--- config.mk ---
export PLATFORM = sky130hd
export DESIGN_NAME = fixed_point_mac_flat
export DESIGN_NICKNAME = d
export VERILOG_FILES = /design/src/rtl/fixed_point_mac_if.sv /design/src/rtl/fixed_point_mac.sv /design/src/flat_wrapper.sv
export SDC_FILE = /design/constraint.sdc
export NUM_CORES = 1
export LEC_CHECK = 0
export BUFFER_PORTS_ARGS = -buffer_cell sky130_fd_sc_hd__buf_2
export CAP_MARGIN = 20
export CORE_MARGIN = 3
export CORE_UTILIZATION = 65
export CTS_BUF_LIST = sky130_fd_sc_hd__clkbuf_16
export DETAILED_ROUTE_END_ITERATION = 7
export GPL_ROUTABILITY_DRIVEN = 0
export HOLD_SLACK_MARGIN = 0.03
export PLACE_DENSITY = 0.8
export SLEW_MARGIN = 20
export SYNTH_ARGS = -nofsm -noshare
export SYNTH_HDL_FRONTEND = slang
export SYNTH_SLANG_ARGS = --single-unit
--- constraint.sdc ---
create_clock -name clk -period 19.5 [get_ports clk]
set_input_delay 2.925 -clock clk [delete_from_list [all_inputs] [get_ports clk]]
set_output_delay 2.925 -clock clk [all_outputs]
set_load 0.05 [all_outputs]
--- src/rtl/fixed_point_mac_if.sv ---
// Operand/result bundle for the fixed-point MAC: clock enable, input beat
// qualifiers, operands, and the rounded/saturated result.
interface fixed_point_mac_if #(
  parameter int DATA_W = 16,
  parameter int OUT_W  = 16
);
  logic              ce;
  logic              bypass;
  logic              in_valid;
  logic              in_last;
  logic [DATA_W-1:0] a;
  logic [DATA_W-1:0] b;
  logic [OUT_W-1:0]  s;
  logic              out_valid;
  logic              ovf;

  modport master (output ce, bypass, in_valid, in_last, a, b,
                  input  s, out_valid, ovf);
  modport slave  (input  ce, bypass, in_valid, in_last, a, b,
                  output s, out_valid, ovf);
endinterface

--- src/rtl/fixed_point_mac.sv ---
// Signed fixed-point multiply-accumulate. S1 multiplies, S2 accumulates a
// vector closed by in_last (or forwards a bypass product), S3 rounds half
// toward +inf and saturates to OUT_W bits.
module fixed_point_mac #(
  parameter int DATA_W = 16,
  parameter int FRAC_W = 8,
  parameter int ACC_W  = 40,
  parameter int OUT_W  = 16
) (
  input  logic           clk,
  input  logic           sclr_n,
  fixed_point_mac_if.slave bus
);
  localparam int PW = 2 * DATA_W;
  // Rounding constant and saturation bounds, one bit wider than the
  // accumulator so the rounding add can never wrap.
  localparam logic signed [ACC_W:0] HALF = (ACC_W+1)'(1) << (FRAC_W - 1);
  localparam logic signed [ACC_W:0] SMAX =
    {{(ACC_W + 2 - OUT_W){1'b0}}, {(OUT_W - 1){1'b1}}};
  localparam logic signed [ACC_W:0] SMIN = ~SMAX;

  // S1 state
  logic signed [PW-1:0]    p_q;
  logic                    v1_q, last1_q, byp1_q;
  // S2 state
  logic signed [ACC_W-1:0] acc_q, acc_d, r_q, r_d;
  logic                    first_q, first_d, rv_q, rv_d;
  // S3 state
  logic [OUT_W-1:0]        s_q, s_d;
  logic                    ovf_q, ovf_d, ov_q;

  logic signed [ACC_W-1:0] p_ext, sum;
  logic signed [ACC_W:0]   rnd, t;

  // S1: capture the full-width product and the beat qualifiers
  always_ff @(posedge clk) begin
    if (!sclr_n) begin
      v1_q    <= 1'b0;
      last1_q <= 1'b0;
      byp1_q  <= 1'b0;
      p_q     <= '0;
    end else if (bus.ce) begin
      v1_q <= bus.in_valid;
      if (bus.in_valid) begin
        p_q     <= PW'($signed(bus.a)) * PW'($signed(bus.b));
        last1_q <= bus.in_last;
        byp1_q  <= bus.bypass;
      end
    end
  end

  // S2 next state: bypass leaves the open vector untouched; 'first' stands in
  // for clearing the accumulator so a new vector can start with no gap.
  always_comb begin
    p_ext   = ACC_W'(p_q);
    sum     = (first_q ? '0 : acc_q) + p_ext;
    acc_d   = acc_q;
    first_d = first_q;
    r_d     = r_q;
    rv_d    = 1'b0;
    if (v1_q) begin
      if (byp1_q) begin
        r_d  = p_ext;
        rv_d = 1'b1;
      end else if (last1_q) begin
        r_d     = sum;
        rv_d    = 1'b1;
        acc_d   = '0;
        first_d = 1'b1;
      end else begin
        acc_d   = sum;
        first_d = 1'b0;
      end
    end
  end

  // S2 registers
  always_ff @(posedge clk) begin
    if (!sclr_n) begin
      acc_q   <= '0;
      first_q <= 1'b1;
      r_q     <= '0;
      rv_q    <= 1'b0;
    end else if (bus.ce) begin
      acc_q   <= acc_d;
      first_q <= first_d;
      r_q     <= r_d;
      rv_q    <= rv_d;
    end
  end

  // S3 next state: round half toward +inf, then clip to the OUT_W range
  always_comb begin
    rnd   = {r_q[ACC_W-1], r_q} + HALF;
    t     = rnd >>> FRAC_W;
    s_d   = t[OUT_W-1:0];
    ovf_d = 1'b0;
    if (t > SMAX) begin
      s_d   = SMAX[OUT_W-1:0];
      ovf_d = 1'b1;
    end else if (t < SMIN) begin
      s_d   = SMIN[OUT_W-1:0];
      ovf_d = 1'b1;
    end
  end

  // S3 registers: result held until the next one, valid pulses one ce-cycle
  always_ff @(posedge clk) begin
    if (!sclr_n) begin
      s_q   <= '0;
      ovf_q <= 1'b0;
      ov_q  <= 1'b0;
    end else if (bus.ce) begin
      ov_q <= rv_q;
      if (rv_q) begin
        s_q   <= s_d;
        ovf_q <= ovf_d;
      end
    end
  end

  assign bus.s         = s_q;
  assign bus.ovf       = ovf_q;
  assign bus.out_valid = ov_q;
endmodule

--- src/flat_wrapper.sv ---
// flat-port wrapper written by rule: the top's interface ports become plain ports
module fixed_point_mac_flat 
#(
  parameter int DATA_W = 16,
  parameter int FRAC_W = 8,
  parameter int ACC_W  = 40,
  parameter int OUT_W  = 16
)
  (clk, sclr_n, bus_ce, bus_bypass, bus_in_valid, bus_in_last, bus_a, bus_b, bus_s, bus_out_valid, bus_ovf);
  fixed_point_mac_if #(.DATA_W(DATA_W), .OUT_W(OUT_W)) bus_i ();
  input  logic clk;
  input  logic sclr_n;
  input wire logic [$bits(bus_i.ce)-1:0] bus_ce;
  input wire logic [$bits(bus_i.bypass)-1:0] bus_bypass;
  input wire logic [$bits(bus_i.in_valid)-1:0] bus_in_valid;
  input wire logic [$bits(bus_i.in_last)-1:0] bus_in_last;
  input wire logic [$bits(bus_i.a)-1:0] bus_a;
  input wire logic [$bits(bus_i.b)-1:0] bus_b;
  output wire logic [$bits(bus_i.s)-1:0] bus_s;
  output wire logic [$bits(bus_i.out_valid)-1:0] bus_out_valid;
  output wire logic [$bits(bus_i.ovf)-1:0] bus_ovf;
  assign bus_i.ce = bus_ce;
  assign bus_i.bypass = bus_bypass;
  assign bus_i.in_valid = bus_in_valid;
  assign bus_i.in_last = bus_in_last;
  assign bus_i.a = bus_a;
  assign bus_i.b = bus_b;
  assign bus_s = bus_i.s;
  assign bus_out_valid = bus_i.out_valid;
  assign bus_ovf = bus_i.ovf;
  fixed_point_mac #(.DATA_W(DATA_W), .FRAC_W(FRAC_W), .ACC_W(ACC_W), .OUT_W(OUT_W)) u_core (.clk(clk), .sclr_n(sclr_n), .bus(bus_i));
endmodule
==> results.yml <==
logic_synthesis:
  synth_edf_count: 0
  syn_inst: 2057
  ys_ff_latch: 128
  seq_area_frac_synth_pct: 14.7
  synth_top_area_share_pct: 30.2
  synth-main-ff-cell: "dfxtp_1"
  synth_area_leaders: "fa_1 30%, dfxtp_1 15%, ha_1 8.8%, inv_1 7.2%, nand2_1 5.2%"
  ys_types: 68
  yosys.cell_count.top_type: "inv_1"
  synth_area_per_cell_sq_um: 8.46
  yosys-top-cells-count: "332 x inv_1, 263 x fa_1, 240 x nand2_1"
  yosys_warnings: 0
  async_flop_share_pct: 0
  yosysTopAreaCell: "fa_1"
  syn_nets: 2480
  synth_area_sq_um: 17400
die:
  core_sq_um: 26200
  pin_count: 56
  row_count: 59
  die_h_um: 170
  fp.dieW_um: 170
  start_util_pct: 66.4
  die_area_sq_um: 28800
clock_network:
  clkTransAtPathRegs_ns: 0.06
  cts_max_level: 4
  cts-root-buf: "clkbuf_16"
  postCtsSetupBuffers: 0
  cts_hold_buf: 0
  numCtsBuffers: 17
  clock_latency_ns: 0.42
  post_cts_resized: 0
  clkSinkCount: 128
  cts_buffer_depth: 2
  tritoncts: "yes"
sta:
  fmax_mhz: 112
  period_minus_slack_ns: 8.92
  maxSlewHeadroom_pct: 48.2
  slew_viol_final: 0
  fin_skew_ns: 0.0133
  worst_slew_pin_slew_ns: 0.777
  rsz0062_at_grt: "no"
  setup_tns_ns: 0
  setup_viol_count_final: 0
  fin_crit_sh_pct: 45.7
  hold_violations: 0
placed_design:
  place_area_sq_um: 17800
  dp_hpwl_mm: 31.2
  numPortBuffers: 55
power:
  p_per_area_nw_per_um2: 193
  clkPwrFrac_pct: 9.0
  power_frac_comb_pct: 82.6
  ir_drop_uv: 217
  leakage_nw: 8.74
  switching_power_mw: 1.80
  switching_share_pct: 50.6
  p_int_mw: 1.76
  power_frac_seq_pct: 8.4
drt:
  wl_per_cell_um: 16.8
  drc: 0
  ant_nets: 0
  drt_pre_antenna_iters: 7
  finalWirelength_mm: 40.2
  via_per_inst: 5.79
  vias: 13861
  drtIter0Drc: 925
run_status:
  status: "completed"
grt:
  grt_max_degree: 71
  track_usage_pct: 29.2
  overflow: 0
  antenna_found_initial: 0
  grt_pass1_wl_mm: 68.7
  grt_pass1_vias: 14441
final_layout:
  final_layout_size_suffix_gt1_share_pct: 6.11
  n_fill_cell: 2032
  fin_area_sq_um: 18400
  nets: 2471
  antennaDiodeCount: 0
  syn_to_final_growth_pct: 5.82
critical_path:
  cp_data_required_time_ns: 19.80
  crit_type: "in -> reg"
  cp_max_fo: 16
  rrSetupSlack_ns: 15.31
  critPathLaunchType: "input port"
  critPathMaxStageDelay_ns: 0.95
  path_cells: "buf_2 > nand2_1 > fa_1 > inv_1 > fa_1 > fa_1 > fa_1 > fa_1 > inv_1 > fa_1 > inv_1 > ha_1 > a21o_1 > a21o_1 > a21oi_1 > or4b_2 > nand2_1 > o21ai_0 > mux2i_1 > o21ai_0"
  slowest_stage: "fa_1"
  critPathArrivalTime_ns: 9.21
  cp-end-kind: "flop"
  worst_path_most_repeated_cell: "fa_1"
hold_path:
  hp-class: "reg -> reg"
run:
  drv_cap: 0
critical path, delay by kind of cell:
kind / cells / cell delay, ns
adders and majority gates: 7 / 3.92
and+or+nand+nor: 3 / 0.92
AOI/OAI and AO/OA: 5 / 0.81
buffers and inverters: 4 / 0.45
muxes: 1 / 0.16
through the flow:
| step | instances | setup WS, ns | utilization [%] | hold slack, ns | total power [mW] |
|---|---|---|---|---|---|
| 2_1_floorplan | 2057 | 10.61 | - | 0.417 | 2.68 |
| 3_3_place_gp | 2364 | 10.35 | 68.0 | 0.427 | 3.14 |
| 3_5_place_dp | 2364 | 10.16 | 68.0 | 0.438 | 3.24 |
| 4_1_cts | 2396 | 10.59 | 70.3 | 0.450 | 3.57 |
| 5_1_grt | 2396 | 10.11 | 70.3 | 0.459 | 4.04 |
| 6_report | 2396 | 10.58 | 70.3 | 0.444 | 3.56 |
power groups by stage:
stage	clock network (mW)	logic (mW)	registers, mW
2_1_floorplan	0	2.38	0.299
3_3_place_gp	0	2.83	0.304
3_5_place_dp	0	2.93	0.305
4_1_cts	0.323	2.95	0.299
5_1_grt	0.335	3.40	0.302
6_report	0.319	2.94	0.300
path summary, 6_finish.rpt:
kind                         start                to  cells past startpoint
setup reg to reg    u_core.first_q    u_core.r_q[36]                     14
setup / recovery          bus_b[4]    u_core.p_q[30]                     20
hold reg to reg   u_core.acc_q[39]  u_core.acc_q[39]                      2
hold / removal    u_core.acc_q[39]  u_core.acc_q[39]                      2
layer usage:
metal  track usage [%]  part of all wire, %  vias to the layer above  wire, um
li1                  -                    -                     6582         -
met5                 0                    0                        -         0
met3              4.50                  6.7                       66      2680
met4              8.64                  1.8                        0       733
met2              49.9                   48                      493     19300
met1              38.8                   43                     6720     17500
flip-flops by register name, summed over array words and instances, names as in the netlist:
register              count
u_core.bus.out_valid      1
u_core.acc_q             40
u_core.bus.ovf            1
u_core.first_q            1
u_core.rv_q               1
u_core.bus.s             16
u_core.v1_q               1
u_core.byp1_q             1
u_core.last1_q            1
u_core.p_q               32
u_core.r_q               33
layout make-up:
class                   count  area [sq um]  area share (%)
well taps                 335           419            2.28
clock inverters            15           169           0.917
inverters                 333          1250            6.79
multi-input cells        1503         13200            71.9
repair buffers             65           350            1.90
flip-flops and latches    128          2560            13.9
clock buffers              17           425            2.31
kinds of logic (layout without fill, tap and decap cells):
kind of cell	after synthesis	after routing	synth area share [%]
simple gates	665	665	18.7
fa+ha+maj	385	385	39.0
mux	8	8	0.460
xor+xnor	91	91	4.58
compound gates	354	354	13.4
buf+inv	426	430	9.19
flops	128	128	14.7
layout by cell type, fill, tap and decap left out, drive strengths merged, types with 5 or more instances in the layout:
cell type  instances
a31o               5
xnor2             55
xor2              36
nor2             109
a211oi            15
nand4             14
dfxtp            128
o31ai              9
nand2            240
a21oi            120
nand3             32
clkinv             6
nor3              29
ha               122
and3              13
a22o               5
or3                5
inv              336
o21a               6
mux2i              8
nor2b             48
nand2b            13
fa               263
o21ai             74
and2             133
nor3b              7
buf               65
nor4               5
clkbuf            17
o211ai            22
o221a             16
o21bai             8
a31oi              9
nand3b             6
a21o              34
(Power assumes the default switching activity.)
